$ cat src/rtl/mips_pkg.sv
// Shared MIPS-subset definitions used by the fetch stage and its next-PC selector.
package mips_pkg;

    localparam int INSTR_W = 32;

    localparam logic [5:0] OP_RTYPE = 6'h00;
    localparam logic [5:0] OP_J     = 6'h02;
    localparam logic [5:0] OP_BEQ   = 6'h04;
    localparam logic [5:0] OP_ADDI  = 6'h08;
    localparam logic [5:0] OP_LW    = 6'h23;
    localparam logic [5:0] OP_SW    = 6'h2B;

    typedef enum logic {
        FETCH = 1'b0,
        HOLD  = 1'b1
    } fetch_state_t;

    // Word-aligned, sign-extended branch displacement from the 16-bit immediate.
    function automatic logic [31:0] branch_offset(input logic [15:0] imm);
        return {{14{imm[15]}}, imm, 2'b00};
    endfunction

endpackage

$ cat src/rtl/fetch_unit_npc_sel.sv
// Next-PC selection for a retiring instruction: jump beats taken branch beats fall-through.
module npc_sel
    import mips_pkg::*;
(
    input  logic [31:0]        pc_plus4,
    input  logic [INSTR_W-1:0] instr,
    input  logic               pcsrc,
    input  logic               jump,
    output logic [31:0]        next_pc
);

    logic [31:0] w_jump_target;
    logic [31:0] w_branch_target;
    logic        w_unused_op;

    assign w_jump_target   = {pc_plus4[31:28], instr[25:0], 2'b00};
    assign w_branch_target = pc_plus4 + branch_offset(instr[15:0]);
    // Opcode bits are decoded by the controller, not here.
    assign w_unused_op     = &instr[31:26];

    always_comb begin
        next_pc = pc_plus4;
        if (jump) begin
            next_pc = w_jump_target;
        end else if (pcsrc) begin
            next_pc = w_branch_target;
        end
    end

endmodule

$ cat src/rtl/fetch_unit.sv
// Instruction-fetch stage: owns the PC, fetches over req/ack, holds the word for decode, counts retires.
module fetch_unit
    import mips_pkg::*;
#(
    parameter logic [31:0] RESET_PC = 32'h0000_0000,
    parameter int          CNT_W    = 32
) (
    input  logic               clk,
    input  logic               reset,
    output logic               imem_req,
    output logic [31:0]        imem_addr,
    input  logic               imem_ack,
    input  logic [INSTR_W-1:0] imem_rdata,
    output logic [INSTR_W-1:0] instr,
    output logic [5:0]         op,
    output logic [5:0]         funct,
    output logic [31:0]        pc_plus4,
    output logic               instr_valid,
    input  logic               instr_ready,
    input  logic               pcsrc,
    input  logic               jump,
    output logic [CNT_W-1:0]   instret
);

    fetch_state_t       r_state;
    logic [31:0]        r_pc;
    logic [INSTR_W-1:0] r_instr;
    logic [CNT_W-1:0]   r_instret;
    logic [31:0]        w_pc_plus4;
    logic [31:0]        w_next_pc;

    assign w_pc_plus4 = r_pc + 32'd4;

    npc_sel u_npc_sel (
        .pc_plus4 (w_pc_plus4),
        .instr    (r_instr),
        .pcsrc    (pcsrc),
        .jump     (jump),
        .next_pc  (w_next_pc)
    );

    // Reset wins over ack and retire alike, abandoning any fetch in flight.
    always_ff @(posedge clk) begin
        if (reset) begin
            r_state   <= FETCH;
            r_pc      <= RESET_PC;
            r_instr   <= '0;
            r_instret <= '0;
        end else begin
            case (r_state)
                FETCH: begin
                    if (imem_ack) begin
                        r_instr <= imem_rdata;
                        r_state <= HOLD;
                    end
                end
                HOLD: begin
                    if (instr_ready) begin
                        r_pc      <= w_next_pc;
                        r_instret <= r_instret + CNT_W'(1);
                        r_state   <= FETCH;
                    end
                end
                default: r_state <= FETCH;
            endcase
        end
    end

    assign imem_req    = (r_state == FETCH);
    assign imem_addr   = r_pc;
    assign instr_valid = (r_state == HOLD);
    assign instr       = r_instr;
    assign op          = r_instr[31:26];
    assign funct       = r_instr[5:0];
    assign pc_plus4    = w_pc_plus4;
    assign instret     = r_instret;

endmodule

$ cat config.mk
export PLATFORM = sky130hd
export DESIGN_NAME = fetch_unit
export DESIGN_NICKNAME = d
export VERILOG_FILES = /design/src/rtl/mips_pkg.sv /design/src/rtl/fetch_unit_npc_sel.sv /design/src/rtl/fetch_unit.sv
export SDC_FILE = /design/constraint.sdc
export NUM_CORES = 1
export LEC_CHECK = 0
export ABC_AREA = 1
export CORE_AREA = 4 4 123 125
export DETAILED_ROUTE_END_ITERATION = 8
export DIE_AREA = 0 0 127 129
export GPL_ROUTABILITY_DRIVEN = 0
export PLACE_DENSITY = 0.91
export SYNTH_ARGS = -nofsm -noshare
export SYNTH_HDL_FRONTEND = slang
export SYNTH_SLANG_ARGS = --single-unit
$ cat constraint.sdc
create_clock -name clk -period 8.1 [get_ports clk]
set_input_delay 1.215 -clock clk [delete_from_list [all_inputs] [get_ports clk]]
set_output_delay 1.215 -clock clk [all_outputs]
set_load 0.01 [all_outputs]
# ---- Word-level counts from Yosys, hierarchy flattened
# Cells that the tools add are included.
dict set report word_totals {
  ff_bits 97
  inputBits 38
  out_inout_bits 142
  elab_cells 15
}
dict set report classes {
  add_sub_neg 3
  n_mux 5
  bitwise 1
  n_reduce_logical 2
}
# operator n
set op_table {}
lappend op_table {{32-bit 2-to-1 mux} 2}
lappend op_table {{32-bit by 1-bit adder with 32-bit output (second input constant)} 1}
lappend op_table {{32-bit by 3-bit adder with 32-bit output (second input constant)} 1}
lappend op_table {{32-bit adder} 1}
lappend op_table {{2-bit AND reduction} 2}
lappend op_table {{1-bit 2-to-1 mux} 2}
lappend op_table {{1-bit case mux with 2 select lines} 1}
lappend op_table {{1-bit inverter} 1}

# ---- Longest topological paths before layout
dict set report logic_depth {
  word_depth 4
  mapped_depth 24
  mapped_depth_nobuf 23
}

# ---- Cells and area by module
# From an unflattened synthesis, not the netlist that was laid out.
dict set report hier_totals {
  hier_cells 1289
  area_unflattened_um2 7621.1
}
# module instances cells_each area_each_um2 seq_area_each_um2
set modules_own_cells {}
lappend modules_own_cells {fetch_unit 1 723 4840.9 1941.9}
lappend modules_own_cells {npc_sel 1 566 2780.2 0.0}

# ---- Least setup slack after synthesis
# OpenSTA, ideal clock, no wires.
dict set report synth_timing {
  kind {register to output}
  from {register r_pc[2] (netlist: imem_addr[2])}
  to {output port pc_plus4[28]}
  arrival_ns 1.523
  t_required_ns 6.885
  slack_ns 5.362
  stages_incl_launch_ff 10
  n_path_buf 0
  path_cell_list {dfxtp_1 > ha_1 > nand3_1 > inv_1 > nand2_2 > nor2_4 > nand2_2 > inv_1 > nand3_1 > and2_1}
}
dict set report synth_via {
  elab_chain_len 1
}
# element line
set synth_lines {}
lappend synth_lines {{start, declared} fetch_unit.sv:26} ;# logic [31:0] r_pc;
lappend synth_lines {{start signal, assigned} fetch_unit.sv:59} ;# r_pc <= w_next_pc;
lappend synth_lines {{32-bit by 3-bit adder with 32-bit output} fetch_unit.sv:32} ;# assign w_pc_plus4 = r_pc + 32'd4;
lappend synth_lines {{end, declared} fetch_unit.sv:17} ;# output logic [31:0] pc_plus4,
# No other way between the ends.

# ---- Worst setup path after layout
dict set report layout_timing {
  from {register r_pc[2] (netlist: imem_addr[2])}
  to {output port pc_plus4[22]}
}
# The elaborated chain is that of the path after synthesis.

==> results.ini <==
[status]
outcome=completed

[timing]
report.final.slew_viol_count=0
period_needed_ns=3.86
timing.final.hold_violations=0
maxSlewHeadroom_pct=25.2
grt_setup_unrepaired=no
worst_slew_pin_slew_ns=1.12
total_negative_setup_slacks_ns=0
report.final.setup_viol=0
finClkSkew_ns=0.00655
timing.final.crit_share_pct=47.6
fmax_mhz=259

[die]
placeableCoreArea_um2=13900
die_area_um2=16400
count_of_pins_on_the_block_boundary=180
dieWidth_um=127
floorplan.initialDensity_pct=54.3
dieHeight_um=129
rows=43

[yosys]
dominant_combinational_cell_family_by_area_after_synthesis=simple AND/OR/NAND/NOR gates
syn-mean-instance-area_um2=5.96
postSynthRegisterBits=95
synth-xor-area-share_pct=4.17
synth-compound-area-share_pct=13.8
sequential_element_share_of_the_synthesized_area_pct=25.2
synth_enable_flop_cells=0
post_synth_fa_ha_maj_area_fraction_pct=6.41
ys_dominant_reg_cell=dfxtp_1
synth_async_sr_flop_share_pct=0
synthCells=1265
synth-simple-area-share_pct=37.6
multiplexer_share_of_the_synthesized_area_pct=0
ys_warn_count=0
synth.cell_area_um2=7530
netlist-cell-type-count=45

[setup_path]
timing.reg2reg.worst_path_depth=18
critPathRequiredTime_ns=6.88
critical_path.slowest_cell=clkdlybuf4s50_1
critical-path-top-cell-by-count=nand2_2
worstSetupPathType=flop to output port
setup.worst_path.end_class=output port
critical_path_source_type=flop
r2r_slack_ns=4.67
critical_path.max_fanout=6
cp.arrival_ns=2.64
path_delay_family=buffers and inverters
cp_num_buf_inv=2
cp_slowest_stage_delay_ns=0.61
reg2reg_from=imem_addr[2]
cell_chain_critical_path=ha_1 > nand3_1 > inv_1 > nand2_2 > nor2_4 > nand2_2 > xnor2_2 > clkdlybuf4s50_1
r2r_end=imem_addr[21]

[layout]
area_delta_synth_final_pct=27.6
antenna_cells_inserted=0
post-route-cell-area_um2=9610
fraction_of_final_layout_cells_with_drive_strength_greater_than_1_pct=4.39
fin_nets=1484
n_fill_cell=1185

[clock_network]
clock_sinks=95
clockBufferDepth=2
cts.repair_timing.setup_buffer_count=0
cts.htree.levels=3
insertion_delay_ns=0.36
cts.root.buffer_cell=clkbuf_16
clock_tree_from_tritoncts=yes
holdBufCountCts=0
cts-buffers-inserted=9
postCtsResizedCells=0
clk_pin_slew_worst_paths_ns=0.07

[pwr]
power_mw=1.30
peakVddDrop_mv=0.140
power_per_cell_area_nw_per_um2=135
leakagePower_nw=4.43

[detailed_routing]
total_wire_length_after_detailed_routing_um=24800
remaining_drcs=0
antenna_violating_nets_post_route=0
drt_first_pass_iters=6
number_of_violations_reported_at_the_end_of_detailed_routing_iteration_0=1070
via_count=8828
routedWlPerCell_um=15.6
detail_route.vias_per_cell=5.54

[grt]
pin_count_of_the_biggest_net_entering_global_routing=76
grt_antenna_before_repair=0
grt.overflow.total=0
grt_first_pass_wirelength_um=39500
grt.total_usage_pct=29.7
first_global_vias=8241

[flow_run]
max_cap_viol_count=0

[worst_hold_path]
worstHoldPathCells=2
hold_end=instret[31]
hold_class=flop to flop
timing.hold.worst.start=instret[31]

[place]
io_buffer_count=175
dpl.hpwl_um=18900
placed_cell_area_um2=9300

through the flow:
stage | std cells | worst slack [ns] | hold WS [ns] | util [%]
final | 1593 | 4.24 | 0.523 | 69.2
after floorplan | 1268 | 5.36 | 0.507 | -
after global placement | 1577 | 4.44 | 0.492 | 67.0
after CTS | 1593 | 4.28 | 0.523 | 69.2
after global routing | 1593 | 4.05 | 0.565 | 69.2
after detailed placement | 1577 | 4.38 | 0.507 | 67.0
placed cells by master (no fill, tap or decap), types with 2 or more instances in the layout:
cell,count
a21oi_1,87
a31oi_1,7
and2_1,5
and3_1,2
buf_4,4
clkbuf_16,9
clkdlybuf4s50_1,175
clkinv_1,2
clkinvlp_4,2
conb_1,4
dfxtp_1,95
ha_1,37
inv_1,181
inv_2,6
nand2_1,341
nand2_2,10
nand3_1,72
nand3b_1,3
nand4_1,18
nor2_1,159
nor2_2,6
nor2_4,8
nor3_1,22
nor3b_2,2
nor4_1,2
o211ai_1,4
o21ai_0,74
o21ai_1,9
o21bai_1,6
o22ai_1,2
o32ai_1,2
or2_2,7
xnor2_1,13
xor2_1,21
layout make-up:
type / count / area (um2) / share of cell area (%)
clock buffers: 11 / 243 / 2.53
repair buffers: 179 / 1780 / 18.5
multi-input cells: 934 / 4690 / 48.8
well taps: 180 / 225 / 2.34
inverters: 189 / 709 / 7.38
flip-flops and latches: 95 / 1900 / 19.8
clock inverters: 5 / 65.1 / 0.677
registers in the layout, indices dropped and copies added (netlist names):
| name | count |
|---|---|
| imem_addr | 30 |
| instr_valid | 1 |
| instr | 32 |
| instret | 32 |
layer usage:
| metal | track usage [%] | up-vias | wire length, um |
|---|---|---|---|
| met4 | 13.5 | 0 | 1100 |
| met1 | 38.1 | 3902 | 9940 |
| met3 | 6.60 | 94 | 2710 |
| met2 | 48.0 | 555 | 11000 |
| li1 | - | 4277 | - |
| met5 | 0 | - | 0 |
cells in the mapped netlist, types with 2 or more instances:
| cell | number | area share, % |
|---|---|---|
| xnor2_1 | 13 | 1.5 |
| o32ai_1 | 2 | 0.23 |
| o22ai_1 | 2 | 0.17 |
| dfxtp_1 | 95 | 25 |
| clkbuf_1 | 31 | 1.5 |
| o21bai_1 | 6 | 0.60 |
| nor2_1 | 160 | 8.0 |
| nand2_2 | 10 | 0.83 |
| nand4_1 | 18 | 1.5 |
| inv_1 | 182 | 9.1 |
| buf_2 | 2 | 0.13 |
| nor2_4 | 8 | 1.2 |
| or2_2 | 7 | 0.58 |
| inv_2 | 5 | 0.25 |
| and3_1 | 2 | 0.17 |
| nand3_1 | 72 | 4.8 |
| ha_1 | 37 | 6.1 |
| a31oi_1 | 7 | 0.58 |
| nor3_1 | 22 | 1.5 |
| nor2_2 | 5 | 0.42 |
| nand2_1 | 341 | 17 |
| a21oi_1 | 87 | 5.8 |
| o21ai_1 | 9 | 0.60 |
| nand3b_1 | 3 | 0.30 |
| nor4_1 | 2 | 0.17 |
| buf_4 | 16 | 1.6 |
| o21ai_0 | 74 | 4.9 |
| xor2_1 | 21 | 2.4 |
| clkinv_1 | 2 | 0.10 |
| o211ai_1 | 4 | 0.40 |
| nor3b_2 | 2 | 0.33 |
| and2_1 | 5 | 0.42 |
worst max-delay path by stage:
stage               slack [ns]  depth (start not counted)            to    startpoint
global route              4.05                          9  pc_plus4[28]  imem_addr[2]
floorplan                 5.36                          9  pc_plus4[28]  imem_addr[2]
detailed placement        4.38                          4  imem_addr[6]         reset
CTS                       4.28                          9  pc_plus4[28]  imem_addr[2]
finish                    4.24                          8  pc_plus4[22]  imem_addr[2]
global placement          4.44                          4  imem_addr[2]         reset
cell families after synthesis:
logic type                 count (synthesis)
other                                      1
adders and majority gates                 38
DFF                                       95
buffers and inverters                    239
and+or+nand+nor                          661
AOI/OAI and AO/OA                        196
xor gates and xnor gates                  35
tightest hold or removal path, cell delays in order, from the launching register on:
cell and delay (ns):
dfxtp_1 0.35, xor2_1 0.07, nor2_1 0.07
power by group:
part / leakage (nW) / switching, mW / internal, mW
combinational: 3.51 / 0.177 / 0.143
sequential: 0.777 / 0.0372 / 0.491
clock: 0.144 / 0.200 / 0.251
total: 4.43 / 0.414 / 0.885
Power figures use the tool's default switching activity.
==> RTL edit: new RTL, same flow settings <==
`CNT_W`: 32 -> 48.
--- a/src/rtl/fetch_unit.sv
+++ b/src/rtl/fetch_unit.sv
@@ -3,7 +3,7 @@
     import mips_pkg::*;
 #(
     parameter logic [31:0] RESET_PC = 32'h0000_0000,
-    parameter int          CNT_W    = 32
+    parameter int          CNT_W    = 48
 ) (
     input  logic               clk,
     input  logic               reset,
Ports: changed (resized instret); port bits go from 180 to 196. No check against the original RTL was run, so the function may have changed too.
==> RTL edit against the unedited design <==
Sequential cell count increased by 16. Power grew 4.3%. Wire length increased by 20%. Worst setup slack worse by 0.23 ns. Synthesized area rose by 12%. Cell area increased by 11%. Clock skew is 0.0047 ns higher. Sequential power increased by 13%. Largest cell class unchanged.
==> RTL edit: results (changes against the unedited design) <==
placed_design:
  detailed_place_hpwl_mm: 22.88  # +21%
  io_buffers: 191  # +9.1%
  place_ws_ns: 4.135  # -0.2442 ns
route:
  vias: 10160  # +15%
  drt_iter0_drc: 1344  # +26%
  routed_wl_mm: 29.75  # +20%
grt:
  grt_pass1_vias: 9154  # +11%
  grt_first_pass_wirelength_mm: 46.40  # +17%
  grt.total_usage: 0.3522  # +0.05488
  grt_max_degree: 53  # -30%
  gr-usage-met2: 0.5523  # +0.07254
  gr-usage-met3: 0.1034  # +0.03736
  grt_use_met1: 0.4563  # +0.07507
power:
  ir_worst_vdd_mv: 0.1517  # +8.6%
  leakagePower_nw: 4.475  # +0.98%
outcome:
  status: "finished clean"
timing:
  fin_worst_skew_ns: 0.01127  # +0.004716 ns
  finalCritPeriodShare: 0.5047  # +0.02864
  relSlewSlack: 0.3298  # +0.07746
worst_setup_path:
  reg2reg_slack_ns: 4.61  # -0.06 ns
  arrival_ns: 2.87  # +0.23 ns
  cp_slowest_cell: "clkdlybuf4s50_1"
  reg2reg_from: "imem_addr[2]"
synth:
  netlist_top_cells_area: "dfxtp_1 (26%), nand2_1 (17%), nor2_1 (8.4%)"
  synthTopCellsByCount: "nand2_1 (391), nor2_1 (190), inv_1 (159)"
  ys_seq_area_frac: 0.2630  # +0.01054
  yosys_most_used_dff: "dfxtp_1"
clocking:
  clk-insertion-delay-late_ns: 0.37
finish:
  fin_nets: 1638  # +10%
  drive_gt1_frac: 0.04595  # +0.002069
worst_hold_path:
  hold_path_startpoint: "instret[15]"
[RTL edit: cell count changes after synthesis, moves of 5 or more]
cell and delta:
nand2_1 +50, nand3_1 +13, xor2_1 +6, a21oi_1 +13, nand4_1 -5, o21ai_0 +5
nor2_1 +30, nor2_2 +7, or2_2 -5, nor3_1 +11, dfxtp_1 +16, inv_1 -23
[RTL edit: worst paths after layout]
kind	endpoint	cells past startpoint
hold reg to reg	instret[15]	2
setup reg to reg	imem_addr[21]	16
setup / recovery	pc_plus4[14]	7
hold / removal	instret[15]	2
[RTL edit: cells by family after synthesis]
| family | share of synthesized area |
|---|---|
| flip-flops | 0.2630 |
| buffers and inverters | 0.1032 |
| AND/OR/NAND/NOR | 0.3893 |
| other | 0.0004438 |
| AO/OA/AOI/OAI | 0.1413 |
| XOR/XNOR | 0.04561 |
| adder cells (fa/ha/maj) | 0.05716 |
[RTL edit: worst min-delay path: cells and delay by family (launching register included)]
family | cells | cell delay [ns]
buf+inv | 1 | 0.06
compound gates | 1 | 0.05
flops | 1 | 0.35
[RTL edit: metal layers]
layer / wire length, µm / share of wire
met1: 11600 / 0.39
met4: 1268 / 0.043
met3: 3971 / 0.13
met5: 0 / 0
met2: 12910 / 0.43
[RTL edit: stage by stage]
| stage | instances | power [mW] | hold slack (ns) | instance area, µm² |
|---|---|---|---|---|
| floorplan | 1399 | 0.7607 | 0.4882 | 8461 |
| global placement | 1731 | 0.8888 | 0.4845 | 10410 |
| detailed placement | 1731 | 0.8950 | 0.4924 | 10410 |
| CTS | 1747 | 1.345 | 0.5049 | 10720 |
| global route | 1747 | 1.400 | 0.5256 | 10720 |
| finish | 1747 | 1.356 | 0.5082 | 10720 |
[RTL edit: cell type report]
cell class | instances | area, µm²
tap | 180 | 225.2
clock inverter | 6 | 63.81
inverter | 171 | 641.9
fill | 1079 | 3166
clock buffer | 10 | 239.0
sequential | 111 | 2222
multi-input combinational | 1072 | 5366
timing repair buffer | 197 | 1957
[RTL edit: power by group]
group	internal [mW]	switching [mW]
sequential	0.567	0.0319
combinational	0.127	0.166
clock	0.226	0.238
